`src/rtl/vip_bit_morph3x3.sv`:
```
// rtl/vip_bit_morph3x3.sv - 3x3 binary morphology stage (bypass/erode/dilate/majority), 2-clk latency.
// Optional macro VIP_MORPH_PIXCNT_EN adds frame_ones/frame_ones_vld output-ones counter.
module vip_bit_morph3x3 #(
  parameter int IMG_HDISP = 1024,
  parameter int IMG_VDISP = 768
) (
  input  logic        clk,
  input  logic        rst_n,
  input  logic        per_frame_vsync,
  input  logic        per_frame_href,
  input  logic        per_frame_clken,
  input  logic        per_img_bit,
  input  logic [1:0]  mode,
  input  logic [3:0]  maj_th,
  output logic        post_frame_vsync,
  output logic        post_frame_href,
  output logic        post_frame_clken,
  output logic        post_img_bit
`ifdef VIP_MORPH_PIXCNT_EN
  ,
  output logic [21:0] frame_ones,
  output logic        frame_ones_vld
`endif
);

  localparam logic [10:0] COL_MAX = 11'(IMG_HDISP - 1);
  localparam logic [10:0] ROW_MAX = 11'(IMG_VDISP - 1);

  logic        vsync_q, href_q;
  logic        vs_rise, href_fall;
  logic [10:0] col, row;
  logic [1:0]  mode_act, mode_eff;
  logic [3:0]  th_act, th_eff;

  assign vs_rise   = per_frame_vsync & ~vsync_q;
  assign href_fall = href_q & ~per_frame_href;
  // A pixel arriving on the vsync edge must already see the new frame's mode.
  assign mode_eff  = vs_rise ? mode : mode_act;
  assign th_eff    = vs_rise ? maj_th : th_act;

  always_ff @(posedge clk or negedge rst_n) begin
    if (!rst_n) begin
      vsync_q  <= 1'b0;
      href_q   <= 1'b0;
      col      <= '0;
      row      <= '0;
      mode_act <= 2'b00;
      th_act   <= 4'd9;
    end else begin
      vsync_q <= per_frame_vsync;
      href_q  <= per_frame_href;
      if (vs_rise) begin
        mode_act <= mode;
        th_act   <= maj_th;
      end
      if (href_fall)
        col <= '0;
      else if (per_frame_clken && col != COL_MAX)
        col <= col + 11'd1;
      if (vs_rise)
        row <= '0;
      else if (href_fall && row != ROW_MAX)
        row <= row + 11'd1;
    end
  end

  // Line buffers and column taps hold don't-care data; the border masks cover them.
  logic [IMG_HDISP-1:0] lb1, lb2;
  logic [2:0]           cur, w1, w2;

  assign cur = {per_img_bit, lb1[IMG_HDISP-1], lb2[IMG_HDISP-1]};

  always_ff @(posedge clk) begin
    if (per_frame_clken) begin
      lb1 <= {lb1[IMG_HDISP-2:0], per_img_bit};
      lb2 <= {lb2[IMG_HDISP-2:0], lb1[IMG_HDISP-1]};
      w1  <= cur;
      w2  <= w1;
    end
  end

  logic [8:0] win_raw, win_m;
  logic [2:0] rmask, cmask;
  logic       pad;

  assign win_raw = {cur, w1, w2};
  assign pad     = (mode_eff == 2'b01);
  assign rmask   = {row <= 11'd1, row == 11'd0, 1'b0};
  assign cmask   = {col <= 11'd1, col == 11'd0, 1'b0};

  // Bit (2-k)*3 + (2-j) holds column c-k, row r-j.
  always_comb begin
    win_m = win_raw;
    for (int k = 0; k < 3; k++) begin
      for (int j = 0; j < 3; j++) begin
        if (rmask[j] || cmask[k])
          win_m[(2-k)*3 + (2-j)] = pad;
      end
    end
  end

  logic [8:0] win_s1;
  logic [1:0] mode_s1;
  logic [3:0] th_s1;
  logic       vsync_s1, href_s1, clken_s1;

  always_ff @(posedge clk or negedge rst_n) begin
    if (!rst_n) begin
      win_s1   <= '0;
      mode_s1  <= 2'b00;
      th_s1    <= 4'd9;
      vsync_s1 <= 1'b0;
      href_s1  <= 1'b0;
      clken_s1 <= 1'b0;
    end else begin
      vsync_s1 <= per_frame_vsync;
      href_s1  <= per_frame_href;
      clken_s1 <= per_frame_clken;
      if (per_frame_clken) begin
        win_s1  <= win_m;
        mode_s1 <= mode_eff;
        th_s1   <= th_eff;
      end
    end
  end

  logic [3:0] ones, th_min;
  logic       res;

  always_comb begin
    ones = 4'd0;
    for (int i = 0; i < 9; i++)
      ones = ones + 4'(win_s1[i]);
    th_min = (th_s1 == 4'd0) ? 4'd1 : th_s1;
    case (mode_s1)
      2'b00:   res = win_s1[4];
      2'b01:   res = &win_s1;
      2'b10:   res = |win_s1;
      default: res = (ones >= th_min);
    endcase
  end

  always_ff @(posedge clk or negedge rst_n) begin
    if (!rst_n) begin
      post_frame_vsync <= 1'b0;
      post_frame_href  <= 1'b0;
      post_frame_clken <= 1'b0;
      post_img_bit     <= 1'b0;
    end else begin
      post_frame_vsync <= vsync_s1;
      post_frame_href  <= href_s1;
      post_frame_clken <= clken_s1;
      post_img_bit     <= clken_s1 & res;
    end
  end

`ifdef VIP_MORPH_PIXCNT_EN
  logic        post_vs_q, ones_inc;
  logic [21:0] ones_cnt;

  assign ones_inc = post_frame_clken & post_img_bit;

  always_ff @(posedge clk or negedge rst_n) begin
    if (!rst_n) begin
      post_vs_q      <= 1'b0;
      ones_cnt       <= '0;
      frame_ones     <= '0;
      frame_ones_vld <= 1'b0;
    end else begin
      post_vs_q      <= post_frame_vsync;
      frame_ones_vld <= 1'b0;
      if (post_frame_vsync && !post_vs_q)
        ones_cnt <= 22'(ones_inc);
      else
        ones_cnt <= ones_cnt + 22'(ones_inc);
      if (!post_frame_vsync && post_vs_q) begin
        frame_ones     <= ones_cnt + 22'(ones_inc);
        frame_ones_vld <= 1'b1;
      end
    end
  end
`endif

endmodule

```
`config.mk`:
```
export PLATFORM = sky130hd
export DESIGN_NAME = vip_bit_morph3x3
export DESIGN_NICKNAME = d
export VERILOG_FILES = /design/src/rtl/vip_bit_morph3x3.sv
export SDC_FILE = /design/constraint.sdc
export NUM_CORES = 1
export LEC_CHECK = 0
export ABC_AREA = 1
export BUFFER_PORTS_ARGS = -buffer_cell sky130_fd_sc_hd__buf_2
export CORE_MARGIN = 3
export CORE_UTILIZATION = 65
export CTS_BUF_LIST = sky130_fd_sc_hd__clkbuf_2
export DETAILED_ROUTE_END_ITERATION = 16
export PLACE_DENSITY_LB_ADDON = 0.15
export SYNTH_ARGS = -nofsm -noshare
export SYNTH_HDL_FRONTEND = slang
export SYNTH_SLANG_ARGS = --single-unit
```
`constraint.sdc`:
```
create_clock -name clk -period 4 [get_ports clk]
set_input_delay 0.2 -clock clk [delete_from_list [all_inputs] [get_ports clk]]
set_output_delay 0.2 -clock clk [all_outputs]
set_load 0.03 [all_outputs]
```
==> impl_metrics.py, run 1 <==
metrics = {
    "clock_network": {
        "clk_pin_slew_worst_paths_ps": 110,
        "post_cts_buffers": 0,
        "clockRootBuffer": "clkbuf_2",
        "cts_buffers": 478,
        "ctsHoldBuffers": 35,
        "numClockSinks": 2100,
        "cts_tree": "built",
        "ctsResizeCount": 0,
        "clkLatencyLatePin_ps": 1500,
        "htreeDepth": 5,
        "cts_buffer_depth": 4,
    },
    "power": {
        "p_per_area_nw_per_um2": 558,
        "p_leak_nw": 25.4,
        "irDropWorstVdd_mv": 0.299,
    },
    "critical_path": {
        "cp.arrival_ps": 5070,
        "worstPathRequired_ps": 5350,
        "path_cells": "inv_1 > fa_1 > fa_1 > fa_1 > fa_1 > fa_1 > inv_1 > ha_1 > inv_1 > o21bai_1 > nand3_1 > nand3_1 > nor2_1 > nor2_1",
        "crit_family": "adder cells",
        "crit_buf_inv": 3,
        "cpMostUsedCell": "fa_1",
        "cp.depth": 14,
        "end_kind": "register",
        "critPathMaxFanout": 3,
        "rr_worst_depth": 14,
        "worstSetupStartpointType": "register",
        "critical_path_class": "register to register",
        "slowest_stage": "fa_1",
        "slowest_delay_ps": 560,
    },
    "sta": {
        "fin_crit_ps": 3720,
        "rsz0062_at_grt": "false",
        "setup_viol": 0,
        "fin_crit_sh_pct": 93.0,
        "fin_tns_setup_ps": 0,
        "fmax_mhz": 269,
        "final.setup_skew_ps": 145,
        "relSlewSlack_pct": 33.1,
        "drv_slew": 0,
        "worst_pin_slew_ps": 1000,
        "hold_viol": 0,
        "setup_slack_ps": 281,
    },
    "routing": {
        "ant_nets": 0,
        "drt_wl_total_um": 78500,
        "firstDrtPassIters": 5,
        "vias_per_cell": 5.10,
        "drtIter0Drc": 2198,
        "drc": 0,
        "via_count": 23771,
        "post_drt_wl_per_cell_um": 16.8,
    },
    "placed_design": {
        "placed_area_um2": 66800,
        "dp_cells": 3777,
        "dp_worst_setup_slack_ps": 329,
        "io_buffers": 15,
        "place_congestion": 0.743,
        "hpwl_um": 32000,
    },
    "synthesis": {
        "ys.flop_type": "edfxtp_1",
        "yosysTopAreaCell": "edfxtp_1",
        "synth.area.top_cells": "edfxtp_1 (95%), dfrtp_1 (1.8%), nand2_1 (0.69%), inv_1 (0.28%), ha_1 (0.27%)",
        "synth_edf_count": 2050,
        "synth_area_um2": 64600,
        "synth.ff_latch_count": 2100,
        "syn_avg_cell_area_um2": 26.4,
        "synth_top_area_share_pct": 95.3,
        "ys_warn_count": 0,
        "synthesis.instances": 2442,
        "synth-async-reset-ratio_pct": 2.38,
        "ys_seq_area_share_pct": 97.3,
        "yosysUniqueCellTypes": 33,
        "synth_fp_nets": 2473,
    },
    "global_route": {
        "grt_pass1_wl_um": 129000,
        "grt-ovfl-total": 0,
        "grt_pass1_vias": 24253,
        "grt_use_met2_pct": 19.6,
        "grt_util_met3_pct": 4.20,
        "top_usage_layer": "met1",
        "antenna_found_initial": 3,
        "grt_max_degree": 141,
        "use_met1_pct": 27.3,
        "grt_usage_pct": 16.0,
    },
    "cells_and_area": {
        "drive_above_1_share_pct": 24.6,
        "final_cell_mix": "edfxtp_1 (2050), clkbuf_2 (700), nand2_1 (119), clkinv_1 (114), inv_1 (48)",
        "fin_area_um2": 71500,
        "final_common_cell": "edfxtp_1",
        "instances_no_fill": 4662,
        "fill_cells": 5622,
        "area_delta_synth_final_pct": 10.6,
        "nNetsFinal": 3047,
    },
    "floorplanning": {
        "rows": 114,
        "start_util_pct": 66.2,
        "die_x_um": 321,
        "core_um2": 97600,
        "ios": 16,
        "dieArea_um2": 103000,
        "die_h_um": 321,
    },
    "worst_hold_path": {
        "whs_path_depth": 0,
        "hold_class": "register to register",
    },
    "flow_run": {
        "max-cap-violations": 0,
    },
    "run_status": {
        "status": "completed",
    },
}
path summary, 6_finish.rpt:
path	start	to	slack (ps)
setup / recovery	win_s1[0]	post_img_bit	280
hold / removal	lb1[78]	lb1[79]	280
setup reg to reg	win_s1[0]	post_img_bit	280
hold reg to reg	lb1[78]	lb1[79]	280
max in group asynchronous	rst_n	clken_s1	3220
min in group asynchronous	rst_n	row[7]	420
stage by stage:
| step | hold WS, ps | total power, mW | util (%) |
|---|---|---|---|
| 6_report | 282 | 39.9 | 73.2 |
| 5_1_grt | 133 | 42.1 | 73.2 |
| 4_1_cts | 31.2 | 40.6 | 73.2 |
| 3_5_place_dp | 337 | 27.7 | 68.5 |
| 3_3_place_gp | 335 | 27.7 | 68.5 |
| 2_1_floorplan | -95.6 | 26.9 | - |
layer usage:
layer,vias to the layer above,part of all wire [%]
met1,11979,52
met4,2,1.8
met5,-,0.017
li1,11132,-
met3,132,3.9
met2,526,43
cell families after synthesis:
group,after synthesis,synth area share (%)
flops,2100,97.3
simple gates,221,1.55
buf+inv,61,0.372
compound gates,35,0.320
fa+ha+maj,19,0.426
xor+xnor,6,0.0814
layout make-up:
| class | count | area, um^2 | area share [%] |
|---|---|---|---|
| multi-input combinational | 281 | 1540 | 2.15 |
| clock inverter | 143 | 714 | 1.00 |
| clock buffer | 700 | 3500 | 4.90 |
| tap | 1276 | 1600 | 2.23 |
| inverter | 56 | 213 | 0.298 |
| sequential | 2100 | 62800 | 87.9 |
| timing repair buffer | 99 | 1070 | 1.50 |
| antenna | 7 | 17.5 | 0.0245 |
flip-flops by register name (all words and copies together), names as in the netlist:
register / flops
post_img_bit: 1
post_frame_vsync: 1
lb2: 1024
clken_s1: 1
th_s1: 4
col: 11
lb1: 1024
win_s1: 9
mode_act: 2
post_frame_clken: 1
row: 11
w2: 1
vsync_s1: 1
href_s1: 1
th_act: 4
mode_s1: 2
w1: 1
post_frame_href: 1
where the power goes:
group          switching, mW  total (mW)  leakage, nW  internal [mW]
Sequential             0.413        25.9         20.7           25.5
Clock                   7.62        12.6         3.23           4.99
Combinational          0.909        1.35         1.47          0.442
Total                   8.94        39.9         25.4           31.0
cell usage after synthesis (2+ instances only):
cell      count
a21o_1        2
a21oi_1       3
clkbuf_1      2
dfrtp_1      46
dfstp_2       4
edfxtp_1   2050
fa_1          5
ha_1         14
inv_1        48
inv_2         6
nand2_1     119
nand2_2       5
nand3_1      35
nand3_2       4
nand4_1      14
nor2_1       34
nor2_2        4
nor2_4        3
o21ai_0      11
o21ai_1      11
o21ai_2       5
o21bai_1      2
xor2_1        5
Power figures use the tool's default switching activity.
==> run 2: changes to the inputs <==
--- a/config.mk
+++ b/config.mk
@@ -7,10 +7,12 @@
 export LEC_CHECK = 0
 export ABC_AREA = 1
 export BUFFER_PORTS_ARGS = -buffer_cell sky130_fd_sc_hd__buf_2
+export CORE_ASPECT_RATIO = 0.9
 export CORE_MARGIN = 3
 export CORE_UTILIZATION = 65
 export CTS_BUF_LIST = sky130_fd_sc_hd__clkbuf_2
 export DETAILED_ROUTE_END_ITERATION = 16
+export GPL_TIMING_DRIVEN = 0
 export PLACE_DENSITY_LB_ADDON = 0.15
 export SYNTH_ARGS = -nofsm -noshare
 export SYNTH_HDL_FRONTEND = slang
==> impl_metrics.py, run 2 (synthesized netlist as in run 1, its figures left out) <==
metrics = {
    "power": {
        "p_seq_share_pct": 65.1,
        "p_int_mw": 31.1,
        "switching_share_pct": 22.1,
        "switching_power_mw": 8.83,
        "pwr-share-comb_pct": 3.2,
        "p_per_area_nw_per_um2": 560,
        "p_leak_nw": 25.2,
        "irDropWorstVdd_mv": 0.292,
        "clockPowerShare_pct": 31.7,
    },
    "routing": {
        "drtIter0Drc": 2207,
        "vias_per_cell": 5.04,
        "firstDrtPassIters": 7,
        "via_count": 23515,
        "ant_nets": 0,
        "drc": 0,
        "post_drt_wl_per_cell_um": 16.4,
        "drt_wl_total_um": 76600,
    },
    "floorplanning": {
        "start_util_pct": 65.7,
        "core_um2": 98300,
        "die_h_um": 305,
        "die_x_um": 338,
        "ios": 16,
        "dieArea_um2": 103000,
        "rows": 109,
    },
    "placed_design": {
        "place_congestion": 0.744,
        "io_buffers": 15,
        "dp_cells": 3800,
        "placed_area_um2": 66700,
        "hpwl_um": 30400,
    },
    "sta": {
        "worst_pin_slew_ps": 1040,
        "whs_ps": 303,
        "final.setup_skew_ps": 136,
        "fmax_mhz": 268,
        "setup_viol": 0,
        "drv_slew": 0,
        "relSlewSlack_pct": 30.6,
        "fin_crit_sh_pct": 93.4,
        "hold_viol": 0,
        "fin_crit_ps": 3730,
        "rsz0062_at_grt": "false",
    },
    "cells_and_area": {
        "final_cell_mix": "edfxtp_1 (2050), clkbuf_2 (706), nand2_1 (119), clkinv_1 (95), inv_1 (48)",
        "fin_area_um2": 71200,
        "drive_above_1_share_pct": 23.8,
        "top_regs": "lb1: 1024 flops, lb2: 1024 flops",
        "final_common_cell": "edfxtp_1",
        "nNetsFinal": 3008,
        "area_delta_synth_final_pct": 10.3,
        "instances_no_fill": 4664,
        "fill_cells": 5731,
    },
    "run_status": {
        "status": "completed",
    },
    "clock_network": {
        "clkLatencyLatePin_ps": 1560,
        "htreeDepth": 5,
        "cts_tree": "built",
        "post_cts_buffers": 0,
        "cts_buffers": 472,
        "ctsHoldBuffers": 35,
        "clockRootBuffer": "clkbuf_2",
        "ctsResizeCount": 0,
        "numClockSinks": 2100,
        "cts_buffer_depth": 4,
        "clk_pin_slew_worst_paths_ps": 110,
    },
    "critical_path": {
        "rr_worst_depth": 14,
        "critPathMaxFanout": 3,
        "end_kind": "register",
        "worstSetupStartpointType": "register",
        "cp.arrival_ps": 5080,
        "critical_path_class": "register to register",
        "worstPathRequired_ps": 5340,
    },
    "flow_run": {
        "max-cap-violations": 0,
    },
    "worst_hold_path": {
        "hold_class": "register to register",
        "whs_path_depth": 0,
    },
    "global_route": {
        "grt_pass1_wl_um": 127000,
        "grt-ovfl-total": 0,
        "grt_usage_pct": 15.4,
        "grt_pass1_vias": 23771,
        "antenna_found_initial": 2,
        "grt_max_degree": 212,
    },
}
run 2: cell count changes in the layout (fill, tap and decap cells not counted), sizes merged:
cell         previous run  this run
buf                    66        30
bufinv                  5         7
clkbuf                700       708
clkinv                130       102
clkinvlp                6         5
dlygate4sd3            33        34
run 2: per-layer routing:
layer / wire (um) / track usage (%) / vias to the layer above / part of all wire (%)
li1: - / - / 11006 / -
met1: 40600 / 26.9 / 11851 / 53
met2: 31200 / 18.0 / 500 / 41
met3: 3240 / 4.40 / 158 / 4.2
met4: 1550 / 7.23 / 0 / 2.0
met5: 0 / 0 / - / 0
run 2: critical path, cell delays in order (launching register included):
cell and delay (ps):
dfrtp_1 400, inv_1 90, fa_1 560, fa_1 430, fa_1 460, fa_1 420
fa_1 490, inv_1 40, ha_1 290, inv_1 60, o21bai_1 60, nand3_1 70
nand3_1 80, nor2_1 140, nor2_1 60
run 2: layout make-up:
| type | instances | area (um^2) | area share (%) |
|---|---|---|---|
| repair buffers | 61 | 761 | 1.07 |
| well taps | 1332 | 1670 | 2.34 |
| diodes | 7 | 17.5 | 0.0246 |
| multi-input cells | 281 | 1540 | 2.16 |
| clock inverters | 116 | 669 | 0.940 |
| flip-flops and latches | 2100 | 62800 | 88.2 |
| inverters | 56 | 213 | 0.299 |
| clock buffers | 706 | 3530 | 4.96 |
| plain buffers | 5 | 27.5 | 0.0386 |
run 2: worst paths after layout:
check                           from            to  slack [ps]
max                        win_s1[0]  post_img_bit         270
min                         lb2[818]      lb2[819]         300
max reg2reg                win_s1[0]  post_img_bit         270
min reg2reg                 lb2[818]      lb2[819]         300
max in group asynchronous      rst_n      th_s1[3]        2680
min in group asynchronous      rst_n        row[9]         930
run 2: power by group through the flow:
| stage | clock, mW | sequential [mW] | combinational, mW |
|---|---|---|---|
| global route | 14.6 | 26.1 | 1.50 |
| detailed placement | 0 | 26.4 | 1.28 |
| finish | 12.7 | 26.0 | 1.28 |
| CTS | 13.4 | 26.0 | 1.31 |
| global placement | 0 | 27.6 | 1.19 |
| floorplan | 0 | 26.3 | 0.649 |
run 2: per-stage QoR:
step	power, mW	TNS (ps)	setup slack, ps	util [%]
after detailed placement	27.7	-4280	-47.5	67.8
after global placement	28.8	-	-36100	67.5
after floorplan	26.9	0	516	-
final	39.9	0	265	72.4
after CTS	40.7	0	233	72.4
after global routing	42.2	0	50.0	72.4
==> run 3: changes to the inputs <==
--- a/config.mk
+++ b/config.mk
@@ -9,8 +9,7 @@
 export BUFFER_PORTS_ARGS = -buffer_cell sky130_fd_sc_hd__buf_2
 export CORE_ASPECT_RATIO = 0.9
 export CORE_MARGIN = 3
-export CORE_UTILIZATION = 65
-export CTS_BUF_LIST = sky130_fd_sc_hd__clkbuf_2
+export CORE_UTILIZATION = 62
 export DETAILED_ROUTE_END_ITERATION = 16
 export GPL_TIMING_DRIVEN = 0
 export PLACE_DENSITY_LB_ADDON = 0.15
==> impl_metrics.py, run 3 (synthesized netlist as in run 1, its figures left out) <==
metrics = {
    "clock_network": {
        "htreeDepth": 4,
        "ctsResizeCount": 0,
        "cts_buffers": 186,
        "clockRootBuffer": "clkbuf_16",
        "cts_buffer_depth": 3,
        "clkLatencyLatePin_ps": 750,
        "cts_tree": "built",
        "post_cts_buffers": 0,
        "numClockSinks": 2100,
        "clk_pin_slew_worst_paths_ps": 60,
    },
    "critical_path": {
        "slowest_delay_ps": 560,
        "cpMostUsedCell": "fa_1",
        "path_cells": "inv_1 > fa_1 > fa_1 > fa_1 > fa_1 > fa_1 > inv_1 > ha_1 > inv_1 > o21bai_1 > nand3_1 > nand3_1 > nor2_1 > nor2_1",
        "critical_path_class": "register to register",
        "critPathMaxFanout": 3,
        "worstPathRequired_ps": 4620,
        "slowest_stage": "fa_1",
        "worstSetupStartpointType": "register",
        "end_kind": "register",
        "reg2reg_slack_ps": 250,
        "cp.arrival_ps": 4370,
    },
    "worst_hold_path": {
        "hold_class": "primary input to register",
    },
    "sta": {
        "setup_slack_ps": 246,
        "hold_viol": 0,
        "fmax_mhz": 266,
        "rsz0062_at_grt": "false",
        "final.setup_skew_ps": 28.3,
        "fin_crit_sh_pct": 93.8,
        "drv_slew": 0,
        "fin_crit_ps": 3750,
        "relSlewSlack_pct": 20.8,
        "worst_pin_slew_ps": 1190,
        "setup_viol": 0,
    },
    "routing": {
        "drtIter0Drc": 1993,
        "drc": 0,
        "ant_nets": 0,
        "drt_wl_total_um": 75400,
        "via_count": 21812,
        "vias_per_cell": 5.22,
        "post_drt_wl_per_cell_um": 18.0,
        "firstDrtPassIters": 5,
    },
    "cells_and_area": {
        "final_cell_mix": "edfxtp_1 (2050), clkbuf_16 (194), nand2_1 (119), clkinv_1 (50), inv_1 (48)",
        "drive_above_1_share_pct": 11.6,
        "final_common_cell": "edfxtp_1",
        "antennaDiodeCount": 0,
        "fill_cells": 5706,
        "nNetsFinal": 2700,
        "top_regs": "lb1: 1024 flops, lb2: 1024 flops",
        "fin_area_um2": 73000,
        "area_delta_synth_final_pct": 13.0,
    },
    "global_route": {
        "grt_pass1_vias": 21568,
        "antenna_found_initial": 2,
        "grt_usage_pct": 14.4,
        "grt_pass1_wl_um": 123000,
        "grt_max_degree": 208,
        "grt-ovfl-total": 0,
    },
    "placed_design": {
        "io_buffers": 15,
        "placed_area_um2": 66700,
        "place_congestion": 0.731,
        "dp_worst_setup_slack_ps": -12.7,
        "hpwl_um": 30800,
    },
    "run_status": {
        "status": "completed",
    },
    "floorplanning": {
        "die_h_um": 312,
        "core_um2": 103000,
        "rows": 111,
        "ios": 16,
        "die_x_um": 346,
        "start_util_pct": 62.9,
        "dieArea_um2": 108000,
    },
    "flow_run": {
        "max-cap-violations": 0,
    },
    "power": {
        "power_mw": 45.0,
        "p_per_area_nw_per_um2": 616,
        "irDropWorstVdd_mv": 0.451,
        "p_leak_nw": 24.9,
    },
}
run 3: layer usage:
layer  wire (um)  part of all wire, %  global-route usage (%)  vias to the layer above
met5           0                    0                       0                        -
met4        1760                  2.3                    5.49                        0
met3        3240                  4.3                    3.21                      142
met2       31000                   41                    17.7                      383
met1       39300                   52                    25.2                    11162
li1            -                    -                       -                    10125
run 3: critical path, delay by kind of cell, from the launching register on:
family          cells  cell delay [ps]
compound gates      1               60
fa+ha+maj           6             2640
buf+inv             3              190
flops               1              380
simple gates        4              350
run 3: final cells by class:
class / instances / area [um^2] / area share (%)
well taps: 1356 / 1700 / 2.32
inverters: 56 / 213 / 0.291
clock inverters: 120 / 1220 / 1.67
flip-flops and latches: 2100 / 62800 / 86.0
plain buffers: 5 / 27.5 / 0.0377
multi-input cells: 281 / 1540 / 2.10
repair buffers: 39 / 553 / 0.758
clock buffers: 224 / 4940 / 6.77
run 3: timing repair:
item	in CTS	in global routing
endpoints found under the setup margin	0	144
hold endpoints to repair	171	0
hold buffers	11	0
run 3: path summary, 6_finish.rpt:
kind,start,to,cells past startpoint
worst max-delay path,win_s1[0],post_img_bit,14
worst min-delay path,per_frame_href,href_s1,2
worst max register to register,win_s1[0],post_img_bit,14
worst min register to register,href_s1,post_frame_href,0
max in group asynchronous,rst_n,post_img_bit,2
min in group asynchronous,rst_n,href_s1,2
run 3: where the power goes:
group | switching [mW] | internal [mW] | leakage [nW]
clock | 7.35 | 10.4 | 3.00
combinational | 0.876 | 0.396 | 1.22
sequential | 0.421 | 25.6 | 20.7
run 3: through the flow:
stage	instances	util [%]	hold slack, ps	setup TNS, ps
after global placement	3813	64.7	332	-
after floorplan	2442	-	-95.6	0
after detailed placement	3824	65.0	336	-12.7
after CTS	4179	71.1	47.4	0
final	4181	71.1	119	0
after global routing	4181	71.1	73.5	0
